[config.mk]
export PLATFORM = sky130hd
export DESIGN_NAME = mem_port_arbiter
export DESIGN_NICKNAME = d
export VERILOG_FILES = /design/src/rtl/mem_port_arbiter.sv
export SDC_FILE = /design/constraint.sdc
export NUM_CORES = 1
export LEC_CHECK = 0
export BUFFER_PORTS_ARGS = -buffer_cell sky130_fd_sc_hd__buf_2
export CAP_MARGIN = 15
export CORE_ASPECT_RATIO = 0.9
export CORE_UTILIZATION = 38
export CTS_CLUSTER_SIZE = 10
export DETAILED_ROUTE_END_ITERATION = 6
export PLACE_DENSITY = 0.78
export SLEW_MARGIN = 20
export SYNTH_ARGS = -nofsm -noshare
export SYNTH_HDL_FRONTEND = slang
export SYNTH_SLANG_ARGS = --single-unit
[constraint.sdc]
create_clock -name CLK -period 1.4 [get_ports CLK]
set_input_delay 0.14 -clock CLK [delete_from_list [all_inputs] [get_ports CLK]]
set_output_delay 0.14 -clock CLK [all_outputs]
set_load 0.02 [all_outputs]
[src/rtl/mem_port_arbiter.sv]
// Shares the single main-memory port between instruction fetch and the data cache.
// Data has fixed priority, and a starvation guard forces the instruction side through.
// Defining MEM_ARB_STATS_EN adds saturating grant and conflict-cycle counters.
module mem_port_arbiter #(
   parameter int LATENCY      = 4,
   parameter int STARVE_LIMIT = 4
) (
   input  logic        CLK,
   input  logic        Reset,
   input  logic        i_req,
   input  logic [31:0] i_addr,
   output logic [31:0] i_rdata,
   output logic        i_ready,
   input  logic        d_req,
   input  logic        d_we,
   input  logic [31:0] d_addr,
   input  logic [31:0] d_wdata,
   output logic [31:0] d_rdata,
   output logic        d_ready,
   output logic        mem_en,
   output logic        mem_we,
   output logic [31:0] mem_addr,
   output logic [31:0] mem_wdata,
   input  logic [31:0] mem_rdata,
   output logic        busy
`ifdef MEM_ARB_STATS_EN
   ,
   output logic [15:0] stat_i_grants,
   output logic [15:0] stat_d_grants,
   output logic [15:0] stat_conflict_cycles
`endif
);

   typedef enum logic [1:0] {IDLE, ACC_I, ACC_D, DONE} state_t;

   localparam logic [3:0] LAT_LOAD   = 4'(LATENCY - 1);
   localparam logic [3:0] STARVE_MAX = 4'(STARVE_LIMIT);

   state_t     state;
   logic [3:0] lat_cnt;
   logic [3:0] starve_cnt;
   logic       grant_d;
   logic       grant_i;
   logic       last_cycle;

   // Data wins unless the instruction side has already waited through STARVE_LIMIT data grants.
   assign grant_d    = d_req && !(i_req && (starve_cnt == STARVE_MAX));
   assign grant_i    = !grant_d && i_req;
   assign last_cycle = (lat_cnt == 4'd0);

   always_ff @(posedge CLK) begin
      if (Reset) begin
         state      <= IDLE;
         lat_cnt    <= 4'd0;
         starve_cnt <= 4'd0;
         i_ready    <= 1'b0;
         d_ready    <= 1'b0;
         i_rdata    <= 32'd0;
         d_rdata    <= 32'd0;
      end else begin
         i_ready <= 1'b0;
         d_ready <= 1'b0;
         case (state)
            IDLE: begin
               if (grant_d) begin
                  state   <= ACC_D;
                  lat_cnt <= LAT_LOAD;
                  if (!i_req)
                     starve_cnt <= 4'd0;
                  else if (starve_cnt != STARVE_MAX)
                     starve_cnt <= starve_cnt + 4'd1;
               end else if (grant_i) begin
                  state      <= ACC_I;
                  lat_cnt    <= LAT_LOAD;
                  starve_cnt <= 4'd0;
               end
            end
            ACC_I: begin
               if (last_cycle) begin
                  i_rdata <= mem_rdata;
                  i_ready <= 1'b1;
                  state   <= DONE;
               end else begin
                  lat_cnt <= lat_cnt - 4'd1;
               end
            end
            ACC_D: begin
               if (last_cycle) begin
                  if (!d_we)
                     d_rdata <= mem_rdata;
                  d_ready <= 1'b1;
                  state   <= DONE;
               end else begin
                  lat_cnt <= lat_cnt - 4'd1;
               end
            end
            default: state <= IDLE;
         endcase
      end
   end

   // The memory side follows the granted requester combinationally; word-aligned by masking.
   always_comb begin
      mem_en    = 1'b0;
      mem_we    = 1'b0;
      mem_addr  = 32'd0;
      mem_wdata = 32'd0;
      case (state)
         ACC_I: begin
            mem_en   = 1'b1;
            mem_addr = i_addr & 32'hFFFF_FFFC;
         end
         ACC_D: begin
            mem_en    = 1'b1;
            mem_we    = d_we && last_cycle;
            mem_addr  = d_addr & 32'hFFFF_FFFC;
            mem_wdata = d_wdata;
         end
         default: ;
      endcase
   end

   assign busy = (state != IDLE);

`ifdef MEM_ARB_STATS_EN
   logic i_serviced;
   logic d_serviced;
   logic conflict;

   // A ready pulse marks the DONE cycle of that side, so it doubles as "still being serviced".
   assign i_serviced = (state == ACC_I) || i_ready || ((state == IDLE) && grant_i);
   assign d_serviced = (state == ACC_D) || d_ready || ((state == IDLE) && grant_d);
   assign conflict   = (i_req && !i_serviced) || (d_req && !d_serviced);

   always_ff @(posedge CLK) begin
      if (Reset) begin
         stat_i_grants        <= 16'd0;
         stat_d_grants        <= 16'd0;
         stat_conflict_cycles <= 16'd0;
      end else begin
         if ((state == IDLE) && grant_i && (stat_i_grants != 16'hFFFF))
            stat_i_grants <= stat_i_grants + 16'd1;
         if ((state == IDLE) && grant_d && (stat_d_grants != 16'hFFFF))
            stat_d_grants <= stat_d_grants + 16'd1;
         if (conflict && (stat_conflict_cycles != 16'hFFFF))
            stat_conflict_cycles <= stat_conflict_cycles + 16'd1;
      end
   end
`endif

endmodule

==> results list, run 1 <==
- The run finished, with violations left.
- Violated checks: negative setup slack
- In this run the power spent charging and discharging nets is 4.60 mW.
* Final routed wirelength across all metal layers: 18,000 µm
- At the end of the flow, the number of nets in the layout was 930.
* Reg clk slew, reported paths: 90 ps
- Of the post-synthesis cell area, the dominant cell type holds 0.400.
- The first global-routing pass estimated 24,100 µm of wire.
* Fmax achieved: 0.534 GHz
- The startpoint identified for the worst hold timing path is mem_rdata[30].
* Setup Viol. Count Final: 135
- In the post-route analysis, the smallest setup slack over all paths is -473 ps.
* Average wire per standard cell: 19.6 µm
- Counting cells, the worst reg-to-reg path comes to 8.
* CP Buf/Inv Count: 4
- After synthesis, the cell types taking the most area are dfxtp_1 40%, nand2_1 13%, mux2i_1 8.9%.
- In this run the worst path has a maximum fanout of 8.
- For this design the static power due to leakage is 3.28 nW.
* Final count of hold timing violations: 0
- The tool flagged a number of max-cap violations equal to 0.
- In the final layout, the multi-input gates occupy 2730 µm².
* Die outline area: 10,400 µm²
* Number of global-route vias before repair: 4,590
- Post-Route Utilization: 0.780
- At the worst endpoint, the required time is 1260 ps.
- Summed over all nets, the half-perimeter wirelength after detailed placement is 9670 µm.
- Pin placement for this block handled 266 I/O pins.
* Library cells used by synthesis: 47
* Clock net sink count: 76
- At the worst endpoint, the arrival time is 1730 ps.
- The library cell used most frequently in the layout, excluding fill and tap cells, is buf_2.
* Post-synthesis instance area: 3800 µm²
* Warning count from the yosys run: 0
- Initial antenna violation count: 1
- The area growth from synthesis to layout is 98.9%.
- The layout has 610 filler cells.
- PortBufs: 259
- The most used flip-flop cell after synthesis is dfxtp_1.
- Cts bufs inserted: 9
- Most numerous cell on the critical path: buf_6
- STA classifies the critical path endpoint as an output port.
- Dividing total power by cell area gives a power density of 1550 nW/µm².
- Sequential share of power: 0.221
- The largest total area in the synthesized netlist belongs to dfxtp_1.
- In this run the worst hold path is classified as in2reg.
- Die Width: 107 µm
- For the worst-skew pair, the clock arrives at the later sink with an insertion delay of 350 ps.
- Die H: 96.9 µm
* Launch instance of the worst register-to-register path: state[1]$_SDFFE_PP0P_
- The critical path in this run is classified as reg2out.
* Crit path time final: 1870 ps
- Across the VDD grid, the largest voltage drop is 0.928 mV.
- TritonCTS built the clock tree.
* Drc violations: 0
* Post-route antenna net violation count: 0
- The endpoint identified for the worst register-to-register timing path is d_rdata[29]$_SDFFE_PP0P_.
- The worst hold path was traced through 3 stages.
* Sum of overflow across all layers after global routing: 0
- Placed Instances: 860
* Largest net degree at the start of global routing: 65
* Worst Hold Endpoint: i_rdata[30]$_SDFFE_PP0P_
* Core Footprint: 9700 µm²
* Area taken by flip-flops and latches: 1530 µm²
- Once layout is complete, the cells apart from fillers number 921.
* Count of flip-flops with a built-in enable after synthesis: 0
* Longest Clk Path Bufs: 2
- Power share of the combinational group: 0.613
* Critical-path cell with the highest stage delay: dfxtp_2
- Number of flip-flops and latches in the synthesized netlist: 76
- The clock arrives with 11.9 ps of skew.
* Worst stage delay on the critical path: 350 ps
- Of the total power, the share spent switching nets is 0.393.
- Via count of the routed design: 4,907
- Each instance of the synthesized netlist takes up on average 7.99 µm².
- Overall power consumption after layout is estimated at 11.7 mW.
- Final critical-path share of the clock period: 1.34
- The library cells used most frequently in the layout, excluding fill and tap cells, are 194 x buf_2, 133 x nand2_1, 88 x buf_6, 74 x dfxtp_1, 33 x mux2i_1.
- The congestion estimate from routability-driven global placement came to 0.821.
- Hold is met by 26.5 ps.
- Cell at the root of the clock tree: clkbuf_8
- Number of hold-repair buffers added at the cts stage: 0
- Summed over all failing endpoints, the final setup total negative slack is -41,460 ps.
- The H-tree generated during clock tree synthesis spans 3 levels.
- Across all register-to-register paths, the minimum setup slack is -350 ps.
- Setup repair after global routing could not meet its margin everywhere.
- Total global-route track usage: 0.300
* Proportion of layout cells with a drive suffix above 1: 0.622
* Sequential element share of the synthesized area: 0.400
- The share of total power dissipated in the clock network is 0.166.
- Cell type group with the largest total delay on the critical path: buffers and inverters
- Detailed-routing iteration count for the pre-antenna-repair pass: 5
- Site row count: 34
* Detailed-route vias per instance: 5.33
* Initial detailed-routing violation count: 277
- Effective utilization at floorplan: 0.392
- Int Pwr: 7.12 mW
- In the synthesized netlist the async set-or-reset flop fraction comes to 0.
- STA classifies the critical path startpoint as a flip-flop.
- Count of pins over their slew limit: 0
- Post-synthesis instance total: 476
- Traced cell by cell, the critical path runs through buf_6 > ha_4 > buf_8 > buf_4 > a22oi_2 > nor2_4 > buf_6.
==> metrics by stage <==
step	cell area, µm²	worst slack, ps
final	7570	-473
after global routing	7570	-537
after CTS	6960	-416
after detailed placement	5730	-198
after global placement	5730	-163
after floorplan	4120	-8.92
==> timing repair <==
item / CTS / global route
setup buffers: 10 / 23
pin swaps: 39 / 72
hold endpoints to repair: 0 / 0
gates resized for setup: 185 / 96
cloned: 8 / 9
setup endpoints to repair: 135 / 137
==> cells in the mapped netlist (2+ instances only) <==
cell / count
a21oi_1: 35
a22oi_1: 30
and2_1: 32
buf_1: 6
buf_2: 8
buf_4: 6
buf_6: 3
clkbuf_1: 15
dfxtp_1: 76
ha_1: 8
inv_1: 11
mux2i_1: 34
nand2_1: 133
nand3_1: 2
nand4_1: 3
nand4b_1: 3
nand4bb_1: 3
nor2_1: 33
nor3_1: 3
nor3b_2: 2
o211ai_1: 4
==> kinds of logic after synthesis <==
family	share of synthesized area
multiplexers	0.0894
flip-flops	0.400
buffers and inverters	0.0638
adder cells (fa/ha/maj)	0.0263
AND/OR/NAND/NOR	0.282
other	0.000986
AO/OA/AOI/OAI	0.137
==> power groups by stage <==
stage               combinational, mW  sequential (mW)  clock, mW
floorplan                        2.63             2.85          0
detailed placement               4.55             2.61          0
finish                           7.19             2.59       1.94
global route                     7.52             2.62       2.06
global placement                 4.42             2.59          0
CTS                              5.92             2.58       1.97
==> layout make-up <==
class,instances,area share
clock buffer,9,0.0164
inverter,12,0.00794
multi-input combinational,351,0.360
clock inverter,7,0.0136
antenna,1,0.000331
timing repair buffer,339,0.379
sequential,76,0.202
tap,126,0.0208
==> worst min-delay path, cell delays in order <==
cell and delay, ps:
buf_2 100, nand2_1 50, a21oi_1 50
==> state kept, by name, indices dropped and copies added (netlist names) <==
| signal | cells |
|---|---|
| d_rdata | 32 |
| d_ready | 1 |
| i_rdata | 32 |
| i_ready | 1 |
| lat_cnt | 4 |
| starve_cnt | 4 |
| state | 2 |
==> worst max path at each step <==
stage	cells past startpoint	from	end	slack, ps
floorplan	7	state[1]$_SDFFE_PP0P_	i_rdata[0]$_SDFFE_PP0P_	-9
global placement	7	state[1]$_SDFFE_PP0P_	mem_addr[24]	-160
detailed placement	7	state[1]$_SDFFE_PP0P_	mem_addr[24]	-200
CTS	6	state[1]$_SDFFE_PP0P_	mem_addr[20]	-420
global route	7	state[1]$_SDFFE_PP0P_	mem_addr[24]	-540
finish	7	state[1]$_SDFFE_PP0P_	mem_addr[23]	-470
==> routing by layer <==
metal  global-route usage  routed length (µm)
met5                    0                   0
met2                0.509                8930
met4                0.155                 837
met3               0.0916                1630
met1                0.334                6620
Power figures use the tool's default switching activity.
==> inputs of run 2 (changes only) <==
- CORE_AREA: unset -> 2 2 104 106
- CORE_ASPECT_RATIO: 0.9 -> unset
- CORE_UTILIZATION: 38 -> unset
- DIE_AREA: unset -> 0 0 106 108
- PLACE_DENSITY: 0.78 -> 0.76
==> run 2 against run 1 <==
Compared with the run above: the run still ends with negative setup slack left; count of clock-buffer cells in the layout increased by 2; non-clock buffer count decreased by 22; via count decreased by 6.4%; first-iteration DRC count decreased by 17%; largest power group unchanged.
==> results list, run 2 (same netlist as run 1, synthesis figures left out) <==
- Largest net degree at the start of global routing: 49 (-25%)
- The count of H-tree levels built during CTS is 3 (unchanged).
- The top cell types in the final layout, fill and taps aside, are 194 x buf_2, 124 x nand2_1, 72 x dfxtp_1, 68 x buf_6, 33 x mux2i_1.
- The x dimension of the die was 106 µm (-1.4%).
* Number of hold-repair buffers added at the cts stage: 0 (unchanged)
* Final Non-Filler Cells: 909 (-1.3%)
- The worst path setup slack after routing was -362 ps (+111 ps).
* Longest Clk Path Bufs: 2 (unchanged)
- Average wire per standard cell: 17.1 µm (-13%)
- LEAKAGE: 3.18 nW (-3.1%)
- Setup repair after global routing could not meet its margin everywhere.
- The number of antenna violations at the first check in global routing was 0 (-1).
- Clock net sink count: 76 (unchanged)
- Number of global-route vias before repair: 4,411 (-3.9%)
- Crit-path max FO: 15 (+7)
* TritonCTS clock tree: done
- Die H: 108 µm (+11%)
- The critical path in this run is classified as reg2out.
* Final critical-path share of the clock period: 1.26 (-0.0792)
- STA classifies the critical path startpoint as a flip-flop.
- Via count of the routed design: 4,591 (-6.4%)
* Power density over the cells: 1460 nW/µm² (-5.7%)
- Commonest non-fill, non-tap cell in the layout: buf_2
- The first-pass GRT wire length came to 21,800 µm (-9.5%).
- Cell at the root of the clock tree: clkbuf_8
* Area added between synthesis and finish: 91.5%
- Boundary pin count: 266 (unchanged)
- The overall track demand over capacity in global routing came to 0.239 (-0.0601).
- The peak supply drop is 0.882 mV (-5.0%).
- Initial detailed-routing violation count: 230 (-17%)
- The total congestion overflow after global routing was 0 (unchanged).
- The CTS buffer count is 9 (unchanged).
- The die area came to 11,400 µm² (+9.9%).
- The number of iterations in the first detailed-routing pass was 4 (-1).
- The average vias per placed instance is 5.05 (-5.2%).
- PortBufs: 259 (unchanged)
- Total number of nets in the final design: 908 (-2.4%)
- Site row count: 37 (+8.8%)
* Largest regs: d_rdata: 32 flops, i_rdata: 32 flops
* Crit path time final: 1760 ps (-111 ps)
* Detail Placement HPWL: 9200 µm (-4.8%)
- Placed Instances: 864 (+0.47%)
* Critical path required time: 1260 ps (about the same)
* Fmax achieved: 0.567 GHz (+6.3%)
- Setup Viol. Count Final: 137 (+1.5%)
- Power Total: 10.6 mW (-9.2%)
- Reg clk slew, reported paths: 90 ps (about the same)
- The hold violation count in the final report is 0 (unchanged).
- The clock skew came to 10.9 ps (-0.915 ps).
- Count of pins over their slew limit: 0 (unchanged)
- The post-route antenna net violation count was 0 (unchanged).
- The initial core utilization was 0.372 (-0.0204).
* Proportion of layout cells with a drive suffix above 1: 0.613 (-0.00947)
- The min-delay analysis places its worst path in the category in2reg.
* Max-cap check violation count: 0 (unchanged)
* Nature of the critical path endpoint: output port
- Arrival time reported for the critical path endpoint: 1620 ps (-110 ps)
* Final weighted congestion in routability-driven placement: 0.784 (-4.4%)
- The number of fillers in the final layout was 738 (+21%).
- The standard cell core area came to 10,200 µm² (+5.5%).
- The flow ran to the end, but the final reports show violations.
- The number of remaining DRC errors came to 0 (unchanged).
- Final routed wirelength across all metal layers: 15,500 µm (-14%)
* Violated checks: negative setup slack
* Clk_lat worst skew: 340 ps (about the same)
## run 2: final timing paths
check / to / cells past startpoint / slack (ps) / from
max: mem_wdata[17] / 6 / -360 / state[1]$_SDFFE_PP0P_
max reg2reg: d_rdata[3]$_SDFFE_PP0P_ / 8 / -320 / state[1]$_SDFFE_PP0P_
min reg2reg: i_rdata[31]$_SDFFE_PP0P_ / 2 / 450 / i_rdata[31]$_SDFFE_PP0P_
min: i_rdata[26]$_SDFFE_PP0P_ / 3 / 40 / mem_rdata[26]
## run 2: layer usage
metal,routed length [µm],vias up,global-route usage
li1,-,2181,-
met1,5660,2172,0.263
met2,8300,205,0.436
met3,1200,33,0.0639
met4,356,0,0.102
met5,0,-,0
## run 2: where the power goes
part	switching (mW)	leakage (nW)	internal [mW]	total, mW
Clock	0.821	0.0957	0.744	1.57
Sequential	0.167	0.616	2.43	2.60
Combinational	3.28	2.46	3.21	6.49
Total	4.27	3.18	6.38	10.6
## run 2: final cells by class
| type | count | area, µm² | share of cell area |
|---|---|---|---|
| Multi-Input combinational cell | 351 | 2760 | 0.378 |
| Timing Repair Buffer | 317 | 2590 | 0.355 |
| Sequential cell | 76 | 1530 | 0.210 |
| Tap cell | 136 | 170 | 0.0233 |
| Clock buffer | 11 | 151 | 0.0208 |
| Inverter | 12 | 55.1 | 0.00755 |
| Clock inverter | 5 | 35.0 | 0.00481 |
| Antenna cell | 1 | 2.50 | 0.000343 |
## run 2: metrics by stage
step | cell area (µm²) | hold WS (ps) | setup TNS (ps) | utilization | setup WS [ps]
2_1_floorplan | 4120 | 276 | -235 | - | -8.92
3_3_place_gp | 5700 | 394 | -2930 | 0.557 | -81.6
3_5_place_dp | 5700 | 400 | -7730 | 0.557 | -142
4_1_cts | 6870 | 27.2 | -34540 | 0.672 | -389
5_1_grt | 7290 | 33.2 | -47090 | 0.712 | -426
6_report | 7290 | 42.6 | -38140 | 0.712 | -362
## run 2: what timing repair did
action                     4_1_cts  5_1_grt
setup buffers                   17        3
pin swaps                       35       21
resized for setup              161      105
cloned                           9        6
setup endpoints to repair      136      139
## run 2: critical path, cell delays in order (launching register included)
cell and delay (ps):
dfxtp_2 340, buf_6 120, ha_4 210, buf_12 160
buf_12 140, and2_1 150, buf_4 150
==> inputs of run 3 (changes only) <==
- REMOVE_ABC_BUFFERS: unset -> 1
==> run 3 against run 2 <==
Compared with the run above: the flow still finishes with violations (negative setup slack); utilization is 3.7 points lower; wire length rose by 26%; sequential share of layout area grew 1.1 points; maximum frequency down 4.6%; count of clock-buffer cells in the layout decreased by 2; sequential power hardly changed; global-route usage increased by 5.9 points; critical path type unchanged; largest cell class unchanged.
==> results list, run 3 (same netlist as run 1, synthesis figures left out) <==
* Kind of path behind the tightest hold check: in2reg
- The sum of internal, switching and leakage power came to 10.6 mW (about the same).
- Multi-input logic area: 2550 µm² (-7.4%)
* Largest regs: d_rdata: 32 flops, i_rdata: 32 flops
- The share of the cycle needed by the critical path after routing is 1.32 (+0.0606).
- The number of remaining DRC errors was 0 (unchanged).
* Cts bufs inserted: 9 (unchanged)
* Commonest non-fill, non-tap cell in the layout: buf_2
* Minimum setup slack among reg-to-reg paths: -360 ps (-40 ps)
- The total number of placement rows is 37 (unchanged).
* Crit-path max FO: 7 (-8)
- Violated checks: negative setup slack
- Detail Placement HPWL: 12,900 µm (+40%)
- The number of global-route vias before repair was 4,579 (+3.8%).
- Kind of critical path: reg2out
- Global-route wire length before repair: 26,100 µm (+19%)
- The total congestion overflow after global routing was 0 (unchanged).
* Proportion of layout cells with a drive suffix above 1: 0.571 (-0.0416)
- Initial detailed-routing violation count: 496 (+120%)
- Max-cap check violation count: 0 (unchanged)
* Reg clk slew, reported paths: 100 ps (about the same)
* Core Footprint: 10,200 µm² (unchanged)
- The cell depth of the worst min-delay path is 3 (unchanged).
- LEAKAGE: 3.07 nW (-3.4%)
- The power density normalized to cell area is 1540 nW/µm² (+5.4%).
- Final count of hold timing violations: 0 (unchanged)
- Initial antenna violation count: 5 (+5)
- The via total after detailed routing is 4,876 (+6.2%).
- The die area was 11,400 µm² (unchanged).
- The worst setup path is captured at an output port.
- Final routed wirelength across all metal layers: 19,500 µm (+26%)
- Detailed-routing iteration count for the pre-antenna-repair pass: 5 (+1)
- Setup repair after global routing could not meet its margin everywhere.
- Total number of nets in the final design: 904 (-0.44%)
- The count of non-filler cells in the finished layout came to 908 (-0.11%).
* Result of the run: finished, violations left
* Area added between synthesis and finish: 81.7%
* Clock net sink count: 76 (unchanged)
- Post-route antenna net violation count: 0 (unchanged)
* Number of fill cells: 781 (+5.8%)
- Hold Path Origin: mem_rdata[18]
- Placed Instances: 869 (+0.58%)
- Leaving out fill and tap cells, the most frequent cells in the layout are 208 x buf_2, 133 x nand2_1, 74 x dfxtp_1, 51 x buf_6, 33 x mux2i_1.
* Critical Path Start Type: flip-flop
- The setup total negative slack is -38,450 ps (-308 ps).
- The final number of setup-violating endpoints came to 135 (-1.5%).
* Die H: 108 µm (unchanged)
- Effective utilization at floorplan: 0.372 (unchanged)
* Largest net degree at the start of global routing: 65 (+33%)
* Count of pins over their slew limit: 0 (unchanged)
- PortBufs: 259 (unchanged)
- The hold slack was 44.6 ps (+1.99 ps).
- Clk_lat worst skew: 340 ps (about the same)
- Critical path required time: 1260 ps (about the same)
- Number of hold-repair buffers added at the cts stage: 0 (unchanged)
- In this run the critical register-to-register path is launched from state[1]$_SDFFE_PP0P_.
* Crit path time final: 1850 ps (+84.9 ps)
- H-tree lvl count: 3 (unchanged)
* Final weighted congestion in routability-driven placement: 0.999 (+27%)
- The clock skew was 20.1 ps (+9.16 ps).
* Final worst setup slack: -447 ps (-84.9 ps)
- The overall track demand over capacity in global routing came to 0.298 (+0.0589).
* TritonCTS clock tree: done
- The highest clock frequency the design can meet is 0.541 GHz (-4.6%).
- The data arrival time of the worst path came to 1710 ps (+90 ps).
* Die Width: 106 µm (unchanged)
- The buffer depth of the longest clock path is 2 (unchanged).
- The tree is rooted in a clkbuf_8.
- Average wire per standard cell: 21.4 µm (+26%)
- Area taken by flip-flops and latches: 1530 µm² (unchanged)
- The path with the worst hold slack has its endpoint at i_rdata[18]$_SDFFE_PP0P_.
- The top-level port count was 266 (unchanged).
- VDD IR max: 0.751 mV (-15%)
- Reg-to-reg endpoint: d_rdata[11]$_SDFFE_PP0P_
* Number of cells on the worst reg-to-reg path: 8 (unchanged)
* Detailed-route vias per instance: 5.37 (+6.3%)
[run 3: changes by cell type in the layout (fill, tap and decap cells not counted), moves of 4 or more]
cell / previous run / this run
and2_1: 4 / 12
and2_4: 28 / 20
buf_2: 194 / 208
buf_4: 23 / 30
buf_6: 68 / 51
buf_8: 6 / 2
diode_2: 1 / 5
nand2_1: 124 / 133
nand2_4: 7 / 0
nor2_1: 3 / 13
nor2_2: 0 / 8
nor2_4: 31 / 13
[run 3: area by class of cell]
cell class,instances,area share
antenna,5,0.00181
clock buffer,9,0.0179
inverter,12,0.00833
timing repair buffer,313,0.344
sequential,76,0.221
multi-input combinational,351,0.369
clock inverter,6,0.0127
tap,136,0.0246
[run 3: metal layers]
layer  up-vias  global-route usage  part of all wire
met1      2303               0.350              0.36
met3        81              0.0759             0.098
met5         -                   0                 0
met2       319               0.510              0.48
met4         0               0.147             0.060
li1       2173                   -                 -
[run 3: power breakdown]
part           switching, mW  total [mW]  internal [mW]
sequential             0.182        2.61           2.43
combinational           3.27        6.18           2.91
clock                  0.857        1.86           1.00
[run 3: worst max path at each step]
stage | cells past startpoint | endpoint | slack, ps | start
final | 7 | mem_addr[17] | -450 | state[0]$_SDFFE_PP0P_
after global routing | 7 | mem_addr[17] | -480 | state[0]$_SDFFE_PP0P_
after CTS | 6 | mem_addr[29] | -410 | state[1]$_SDFFE_PP0P_
after detailed placement | 7 | i_rdata[12]$_SDFFE_PP0P_ | -270 | state[1]$_SDFFE_PP0P_
after global placement | 6 | mem_addr[29] | -220 | state[1]$_SDFFE_PP0P_
after floorplan | 5 | d_rdata[0]$_SDFFE_PP0P_ | -1260 | state[0]$_SDFFE_PP0P_
[run 3: critical path: stages, from the launching register on]
cell	delay, ps
dfxtp_4	400
inv_4	60
ha_4	300
inv_8	50
buf_12	140
buf_4	140
nor2_2	130
buf_6	130
[run 3: timing repair]
action	in CTS	in global routing
endpoints found under the hold margin	0	0
gates resized for setup	141	108
setup endpoints to repair	140	138
pin swaps	18	27
setup buffers	8	2
cloned	7	4
[run 3: through the flow]
stage / worst slack, ps / area (µm²) / utilization
5_1_grt: -477 / 6910 / 0.676
2_1_floorplan: -1260 / 3610 / -
3_3_place_gp: -216 / 5440 / 0.532
3_5_place_dp: -274 / 5440 / 0.532
6_report: -447 / 6910 / 0.676
4_1_cts: -410 / 6400 / 0.626
